[src/rtl/dbg_uart_pkg.sv]
// Shared definitions for the UART debug bridge: command bytes, response byte,
// FSM state encoding and the byte-write lane helper.
package dbg_uart_pkg;

   localparam logic [7:0] CMD_SETADDR = 8'h01;
   localparam logic [7:0] CMD_RDW     = 8'h02;
   localparam logic [7:0] CMD_WRW     = 8'h03;
   localparam logic [7:0] CMD_WRB     = 8'h04;
   localparam logic [7:0] CMD_PING    = 8'h05;
   localparam logic [7:0] PING_RESP   = 8'hA5;

   typedef enum logic [1:0] {
      ST_IDLE    = 2'd0,
      ST_OPERAND = 2'd1,
      ST_BUS     = 2'd2,
      ST_TX      = 2'd3
   } state_e;

   // Big-endian bus: even byte address lives in D[15:8].
   function automatic logic [1:0] byte_lanes(input logic addr_lsb);
      return addr_lsb ? 2'b01 : 2'b10;
   endfunction

endpackage

[src/rtl/dbg_uart_txpace.sv]
// Transmit pacer: emits one-cycle dox strobes no closer than TX_GAP clocks
// apart and holds od stable between strobes.
module dbg_uart_txpace #(
   parameter int TX_GAP = 4400
) (
   input  logic       clk,
   input  logic       nreset,
   input  logic       send,
   input  logic [7:0] tx_byte,
   output logic       ready,
   output logic       dox,
   output logic [7:0] od
);

   localparam int GW = $clog2(TX_GAP + 1);

   logic [GW-1:0] gap_r;

   assign ready = (gap_r == {GW{1'b0}});

   // Strobe generation, byte hold and inter-pulse gap countdown.
   always_ff @(posedge clk or negedge nreset) begin
      if (!nreset) begin
         dox   <= 1'b0;
         od    <= 8'h00;
         gap_r <= {GW{1'b0}};
      end else if (send && ready) begin
         dox   <= 1'b1;
         od    <= tx_byte;
         gap_r <= GW'(TX_GAP - 1);
      end else begin
         dox <= 1'b0;
         if (gap_r != {GW{1'b0}}) begin
            gap_r <= gap_r - {{(GW-1){1'b0}}, 1'b1};
         end
      end
   end

endmodule

[src/rtl/dbg_uart_bridge.sv]
// UART-to-memory debug bridge: decodes the received command byte stream and
// runs word/byte accesses on the system bus, returning read data over UART.
module dbg_uart_bridge
   import dbg_uart_pkg::*;
#(
   parameter int BUS_CYCLES = 4,
   parameter int TX_GAP     = 4400,
   parameter int TIMEOUT    = 1048576
) (
   input  logic        clk,
   input  logic        nreset,
   input  logic        dix,
   output logic        dox,
   input  logic [7:0]  id,
   output logic [7:0]  od,
   output logic        csu,
   output logic [15:0] addru,
   output logic        ru,
   output logic [1:0]  wru,
   input  logic [15:0] data,
   output logic [15:0] datau
);

   localparam int BCW = (BUS_CYCLES > 1) ? $clog2(BUS_CYCLES) : 1;
   localparam int TW  = $clog2(TIMEOUT + 1);

   state_e         state_r, state_s;
   logic [7:0]     cmd_r;
   logic [15:0]    opb_r;
   logic [1:0]     op_left_r;
   logic [15:0]    addr_r;
   logic [BCW-1:0] bus_cnt_r;
   logic [15:0]    rdata_r;
   logic [1:0]     tx_left_r;
   logic [TW-1:0]  tmo_cnt_r;

   logic           start_bus_s;
   logic           end_bus_s;
   logic           op_done_s;
   logic           bus_last_s;
   logic           tx_send_s;
   logic [7:0]     tx_byte_s;
   logic           tx_ready_s;

   assign addru      = addr_r;
   assign bus_last_s = (bus_cnt_r == BCW'(BUS_CYCLES - 1));

   // FSM state register.
   always_ff @(posedge clk or negedge nreset) begin
      if (!nreset) begin
         state_r <= ST_IDLE;
      end else begin
         state_r <= state_s;
      end
   end

   // Next-state decode and per-cycle control strobes.
   always_comb begin
      state_s     = state_r;
      start_bus_s = 1'b0;
      end_bus_s   = 1'b0;
      op_done_s   = 1'b0;
      tx_send_s   = 1'b0;
      tx_byte_s   = 8'h00;
      case (state_r)
         ST_IDLE: begin
            if (dix) begin
               case (id)
                  CMD_SETADDR, CMD_WRW, CMD_WRB: state_s = ST_OPERAND;
                  CMD_RDW: begin
                     state_s     = ST_BUS;
                     start_bus_s = 1'b1;
                  end
                  CMD_PING: state_s = ST_TX;
                  default:  state_s = ST_IDLE;
               endcase
            end else begin
               state_s = ST_IDLE;
            end
         end
         ST_OPERAND: begin
            if (dix) begin
               if (op_left_r == 2'd1) begin
                  op_done_s = 1'b1;
                  if (cmd_r == CMD_SETADDR) begin
                     state_s = ST_IDLE;
                  end else begin
                     state_s     = ST_BUS;
                     start_bus_s = 1'b1;
                  end
               end else begin
                  state_s = ST_OPERAND;
               end
            end else if (tmo_cnt_r == TW'(TIMEOUT - 1)) begin
               state_s = ST_IDLE;
            end else begin
               state_s = ST_OPERAND;
            end
         end
         ST_BUS: begin
            if (bus_last_s) begin
               end_bus_s = 1'b1;
               state_s   = (cmd_r == CMD_RDW) ? ST_TX : ST_IDLE;
            end else begin
               state_s = ST_BUS;
            end
         end
         ST_TX: begin
            if (tx_ready_s) begin
               tx_send_s = 1'b1;
               if (cmd_r == CMD_PING) begin
                  tx_byte_s = PING_RESP;
               end else if (tx_left_r == 2'd2) begin
                  tx_byte_s = rdata_r[15:8];
               end else begin
                  tx_byte_s = rdata_r[7:0];
               end
               state_s = (tx_left_r == 2'd1) ? ST_IDLE : ST_TX;
            end else begin
               state_s = ST_TX;
            end
         end
         default: state_s = ST_IDLE;
      endcase
   end

   // Command capture, operand shift, address register and response byte count.
   always_ff @(posedge clk or negedge nreset) begin
      if (!nreset) begin
         cmd_r     <= 8'h00;
         opb_r     <= 16'h0000;
         op_left_r <= 2'd0;
         addr_r    <= 16'h0000;
         tx_left_r <= 2'd0;
      end else begin
         if (state_r == ST_IDLE && dix) begin
            cmd_r     <= id;
            op_left_r <= (id == CMD_WRB) ? 2'd1 : 2'd2;
            tx_left_r <= 2'd1;
         end else if (state_r == ST_OPERAND && dix) begin
            opb_r     <= {opb_r[7:0], id};
            op_left_r <= op_left_r - 2'd1;
         end else if (end_bus_s) begin
            tx_left_r <= 2'd2;
         end else if (tx_send_s) begin
            tx_left_r <= tx_left_r - 2'd1;
         end

         if (op_done_s && cmd_r == CMD_SETADDR) begin
            addr_r <= {opb_r[7:0], id};
         end else if (end_bus_s) begin
            addr_r <= addr_r + ((cmd_r == CMD_WRB) ? 16'd1 : 16'd2);
         end
      end
   end

   // Operand inactivity counter; restarts on every received byte.
   always_ff @(posedge clk or negedge nreset) begin
      if (!nreset) begin
         tmo_cnt_r <= {TW{1'b0}};
      end else if (state_r != ST_OPERAND || dix) begin
         tmo_cnt_r <= {TW{1'b0}};
      end else begin
         tmo_cnt_r <= tmo_cnt_r + {{(TW-1){1'b0}}, 1'b1};
      end
   end

   // Bus ownership window, strobes, write data and read data capture.
   always_ff @(posedge clk or negedge nreset) begin
      if (!nreset) begin
         csu       <= 1'b0;
         ru        <= 1'b0;
         wru       <= 2'b00;
         datau     <= 16'h0000;
         bus_cnt_r <= {BCW{1'b0}};
         rdata_r   <= 16'h0000;
      end else if (start_bus_s) begin
         csu       <= 1'b1;
         bus_cnt_r <= {BCW{1'b0}};
         if (state_r == ST_IDLE) begin
            ru  <= 1'b1;
            wru <= 2'b00;
         end else begin
            ru  <= 1'b0;
            wru <= (cmd_r == CMD_WRW) ? 2'b11 : byte_lanes(addr_r[0]);
            datau <= (cmd_r == CMD_WRW) ? {opb_r[7:0], id} : {id, id};
         end
      end else if (end_bus_s) begin
         csu     <= 1'b0;
         ru      <= 1'b0;
         wru     <= 2'b00;
         rdata_r <= data;
      end else if (state_r == ST_BUS) begin
         bus_cnt_r <= bus_cnt_r + {{(BCW-1){1'b0}}, 1'b1};
      end
   end

   dbg_uart_txpace #(
      .TX_GAP (TX_GAP)
   ) u_txpace (
      .clk     (clk),
      .nreset  (nreset),
      .send    (tx_send_s),
      .tx_byte (tx_byte_s),
      .ready   (tx_ready_s),
      .dox     (dox),
      .od      (od)
   );

endmodule

[config.mk]
export PLATFORM = sky130hd
export DESIGN_NAME = dbg_uart_bridge
export DESIGN_NICKNAME = d
export VERILOG_FILES = /design/src/rtl/dbg_uart_pkg.sv /design/src/rtl/dbg_uart_txpace.sv /design/src/rtl/dbg_uart_bridge.sv
export SDC_FILE = /design/constraint.sdc
export NUM_CORES = 1
export LEC_CHECK = 0
export CAP_MARGIN = 0
export CORE_ASPECT_RATIO = 1.4
export CORE_MARGIN = 1
export CORE_UTILIZATION = 56
export CTS_BUF_LIST = sky130_fd_sc_hd__clkbuf_4 sky130_fd_sc_hd__clkbuf_8 sky130_fd_sc_hd__clkbuf_16
export DETAILED_ROUTE_END_ITERATION = 16
export GPL_TIMING_DRIVEN = 0
export MAX_ROUTING_LAYER = met4
export PLACE_DENSITY = 0.82
export SYNTH_ARGS = -nofsm -noshare
export SYNTH_HDL_FRONTEND = slang
export SYNTH_SLANG_ARGS = --single-unit
[constraint.sdc]
create_clock -name clk -period 3.1 [get_ports clk]
set_input_delay 0.465 -clock clk [delete_from_list [all_inputs] [get_ports clk]]
set_output_delay 0.465 -clock clk [all_outputs]
set_load 0.01 [all_outputs]
==> out/metrics.yaml <==
status:
  outcome: "finished with violations"
  violations: "hold timing"
critical_path:
  critPathSlowestCell: "a21oi_1"
  cp-start-kind: "register"
  r2r_slack_ps: 240
  critPathRequiredTime_ps: 3400
  critPathLaunch: "cmd_r[3]"
  crit_type: "reg -> reg"
  crit_family: "simple AND/OR/NAND/NOR gates"
  worst-path-buf-inv: 0
  crit_chain: "nor4_4 -> nand3b_1 -> or3_1 -> ha_1 -> a21oi_1 -> nor3_2 -> a32o_1 -> a31o_1"
  critPathMaxStageDelay_ps: 430
  critical_path.max_fanout: 6
  endpoint_kind: "register"
  ff2ff_path_depth: 8
  r2r-end: "addru[15]"
  crit_arrival_ps: 3150
  r2r_start: "cmd_r[3]"
pwr:
  seqPwrFrac_pct: 40.9
  internal_power_mw: 4.028
  p_sw_share_pct: 32.99
  p_per_area_mw_per_mm2: 826.5
  power_frac_clock_pct: 31.6
  switching_power_mw: 1.983
  peakVddDrop_mv: 0.5089
  p_leak_nw: 3.244
  combPwrFrac_pct: 27.5
  total_power_mw: 6.011
logic_synthesis:
  yosysTopAreaCell: "dfrtp_1"
  synth_top_area_share_pct: 51.40
  syn_nets: 614
  synth_cell_types: 66
  synth.most_common_cell: "dfrtp_1"
  netlist_instances: 577
  synth.area.top_cells: "dfrtp_1 (51%), nand2_1 (6.7%), mux2i_1 (3.8%), mux2_2 (3.3%), nor2_1 (3.1%)"
  synth-edff-count: 0
  synth_ff_type: "dfrtp_1"
  ys_ff_latch: 119
  synth-async-reset-ratio_pct: 100.0
  yosysSeqAreaShare_pct: 51.40
  synth_area_per_cell_um2: 10.04
  synth_common_cells: "dfrtp_1 (119), nand2_1 (104), nor2_1 (48)"
  syn_area_mm2: 0.005793
  ys_warn_count: 0
timing:
  setup-tns-final_ps: 0
  finalCriticalPeriod_ps: 2857
  setup_viol: 0
  slew_viol_final: 0
  period_share_pct: 92.15
  clock-skew-final_ps: 6.319
  clock.fmax_mhz: 350.1
  hold_viol: 4
  hold_slack_ps: -5.761
  rsz0062_at_grt: "false"
  slew_headroom_pct: 33.52
  worstMarginPinSlew_ps: 995.0
global_routing:
  antenna_found_initial: 0
  grt.busiest_layer: "met2"
  overflow: 0
  met1_usage_pct: 33.56
  grt_pass1_vias: 4706
  globalRouteMet3Util_pct: 5.783
  grt_pass1_wl_um: 22770
  grt_max_degree: 68
  grt_use_met2_pct: 48.40
  grt_usage_pct: 28.88
detailed_routing:
  detail-route-antenna-nets: 0
  dr.pass1.iters: 5
  wl_per_cell_um: 17.05
  drt_wl_total_um: 13860
  drc: 0
  vias: 4747
  via_per_inst: 5.839
  drtIter0Drc: 287
die:
  num_rows: 43
  die_x_um: 87.96
  num_io_pins: 72
  die_height_um: 122.3
  die_area_mm2: 0.01076
  fp.coreArea_mm2: 0.01001
  start_util_pct: 57.89
final_layout:
  final_layout_size_suffix_gt1_share_pct: 11.65
  area_growth_pct: 25.55
  design_area_mm2: 0.007273
  fin_cells: 813
  fillCellCount: 752
  fin_nets: 703
  n_antenna_cell: 0
place:
  placed_area_mm2: 0.006681
  dp.cells: 782
  dp_hpwl_um: 9400
  gp_congestion: 0.8991
  port-buffer-count: 69
worst_hold_path:
  hold_class: "in -> async"
clocking:
  h-tree-depth: 4
  worst_skew_pair.late_latency_ps: 410
  cts.sinks: 119
  clk_path_buf_depth: 2
  clock-root-buffer: "clkbuf_16"
  tritoncts.num_buffers: 17
  cts.clk_slew.worst_paths_ps: 60
  postCtsSetupRepairBufs: 0
  cts_tree: "yes"
job:
  maxCapViolCount: 0
[cells in the final DEF, fill, tap and decap left out, types with 3 or more instances in the layout]
| cell | count |
|---|---|
| nor3_1 | 11 |
| nand2_1 | 104 |
| o31ai_1 | 6 |
| nor3b_1 | 4 |
| xnor2_1 | 14 |
| nand4_1 | 11 |
| nor4_1 | 10 |
| and3_1 | 3 |
| a32o_1 | 3 |
| a2bb2oi_1 | 4 |
| a22o_1 | 4 |
| or3_1 | 4 |
| inv_1 | 14 |
| or3b_2 | 3 |
| clkinvlp_4 | 4 |
| clkinv_4 | 4 |
| ha_1 | 9 |
| clkbuf_16 | 17 |
| mux2_2 | 17 |
| nand3_1 | 17 |
| clkdlybuf4s50_1 | 68 |
| a21oi_1 | 24 |
| a21o_1 | 5 |
| o21ai_0 | 23 |
| clkbuf_1 | 14 |
| nand3b_1 | 3 |
| a31oi_1 | 4 |
| buf_1 | 4 |
| buf_2 | 7 |
| nor2_1 | 48 |
| nand2b_1 | 6 |
| or4_1 | 3 |
| a31o_2 | 3 |
| xor2_1 | 10 |
| mux2i_1 | 22 |
| dfrtp_1 | 119 |
| and2_1 | 4 |
[power by group through the flow]
| stage | Clock (mW) | Combinational [mW] | Sequential [mW] |
|---|---|---|---|
| global placement | 0 | 1.57 | 2.42 |
| detailed placement | 0 | 1.63 | 2.45 |
| finish | 1.90 | 1.65 | 2.46 |
| floorplan | 0 | 0.937 | 2.44 |
| CTS | 1.92 | 1.66 | 2.44 |
| global route | 1.99 | 1.84 | 2.52 |
[registers in the layout, summed over array words and instances, names as in the netlist]
signal / flops
tmo_cnt_r: 21
addru: 16
datau: 16
rdata_r: 16
u_txpace.gap_r: 13
cmd_r: 8
opb_r: 8
u_txpace.od: 8
bus_cnt_r: 2
op_left_r: 2
state_r: 2
tx_left_r: 2
wru: 2
csu: 1
ru: 1
u_txpace.dox: 1
[per-layer routing]
metal | vias up | part of all wire (%)
met2 | 130 | 53
met5 | - | 0
met4 | 0 | 1.8
met1 | 2369 | 41
met3 | 24 | 4.1
li1 | 2224 | -
[worst max-delay path by stage]
stage / to / cells past startpoint
floorplan: addru[12] / 10
global placement: u_txpace.gap_r[9] / 1
detailed placement: addru[11] / 8
CTS: addru[12] / 10
global route: addru[12] / 10
finish: addru[15] / 8
[cell families (layout without fill, tap and decap cells)]
logic type                 after synthesis  after routing  share of synthesized area [%]
buffers and inverters                   40            141                          2.872
and+or+nand+nor                        254            254                          22.27
xor gates and xnor gates                24             24                          3.628
muxes                                   39             39                          7.106
DFF                                    119            119                          51.40
AOI/OAI and AO/OA                       91             91                          10.43
adders and majority gates               10             10                          2.289
[worst reg2reg max path, stage by stage, from the launching register on]
cell,delay [ps]
dfrtp_1,420
nor4_4,380
nand3b_1,110
or3_1,410
ha_1,320
a21oi_1,430
nor3_2,200
a32o_1,300
a31o_1,180
[metrics by stage]
| step | hold slack (ps) | setup slack, ps | util, % |
|---|---|---|---|
| floorplan | 169.4 | 550.1 | - |
| global placement | 457.3 | -2822 | 66.48 |
| detailed placement | 444.1 | 60.16 | 66.77 |
| CTS | 3.534 | 156.6 | 72.59 |
| global route | 27.04 | 58.40 | 72.68 |
| finish | -5.761 | 243.4 | 72.68 |
[cell type report]
type,instances,area [um2],area share [%]
plain buffers,26,113.9,1.565
clock inverters,14,152.6,2.099
flip-flops and latches,119,2978,40.94
multi-input cells,418,2663,36.61
clock buffers,17,425.4,5.849
inverters,14,52.55,0.7225
well taps,135,168.9,2.322
repair buffers,70,719.4,9.892
[repair_timing]
item	in CTS	in global routing
endpoints found under the setup margin	2	3
hold buffers	0	0
gates resized for setup	1	1
pin swaps	0	0
Power figures use the tool's default switching activity.
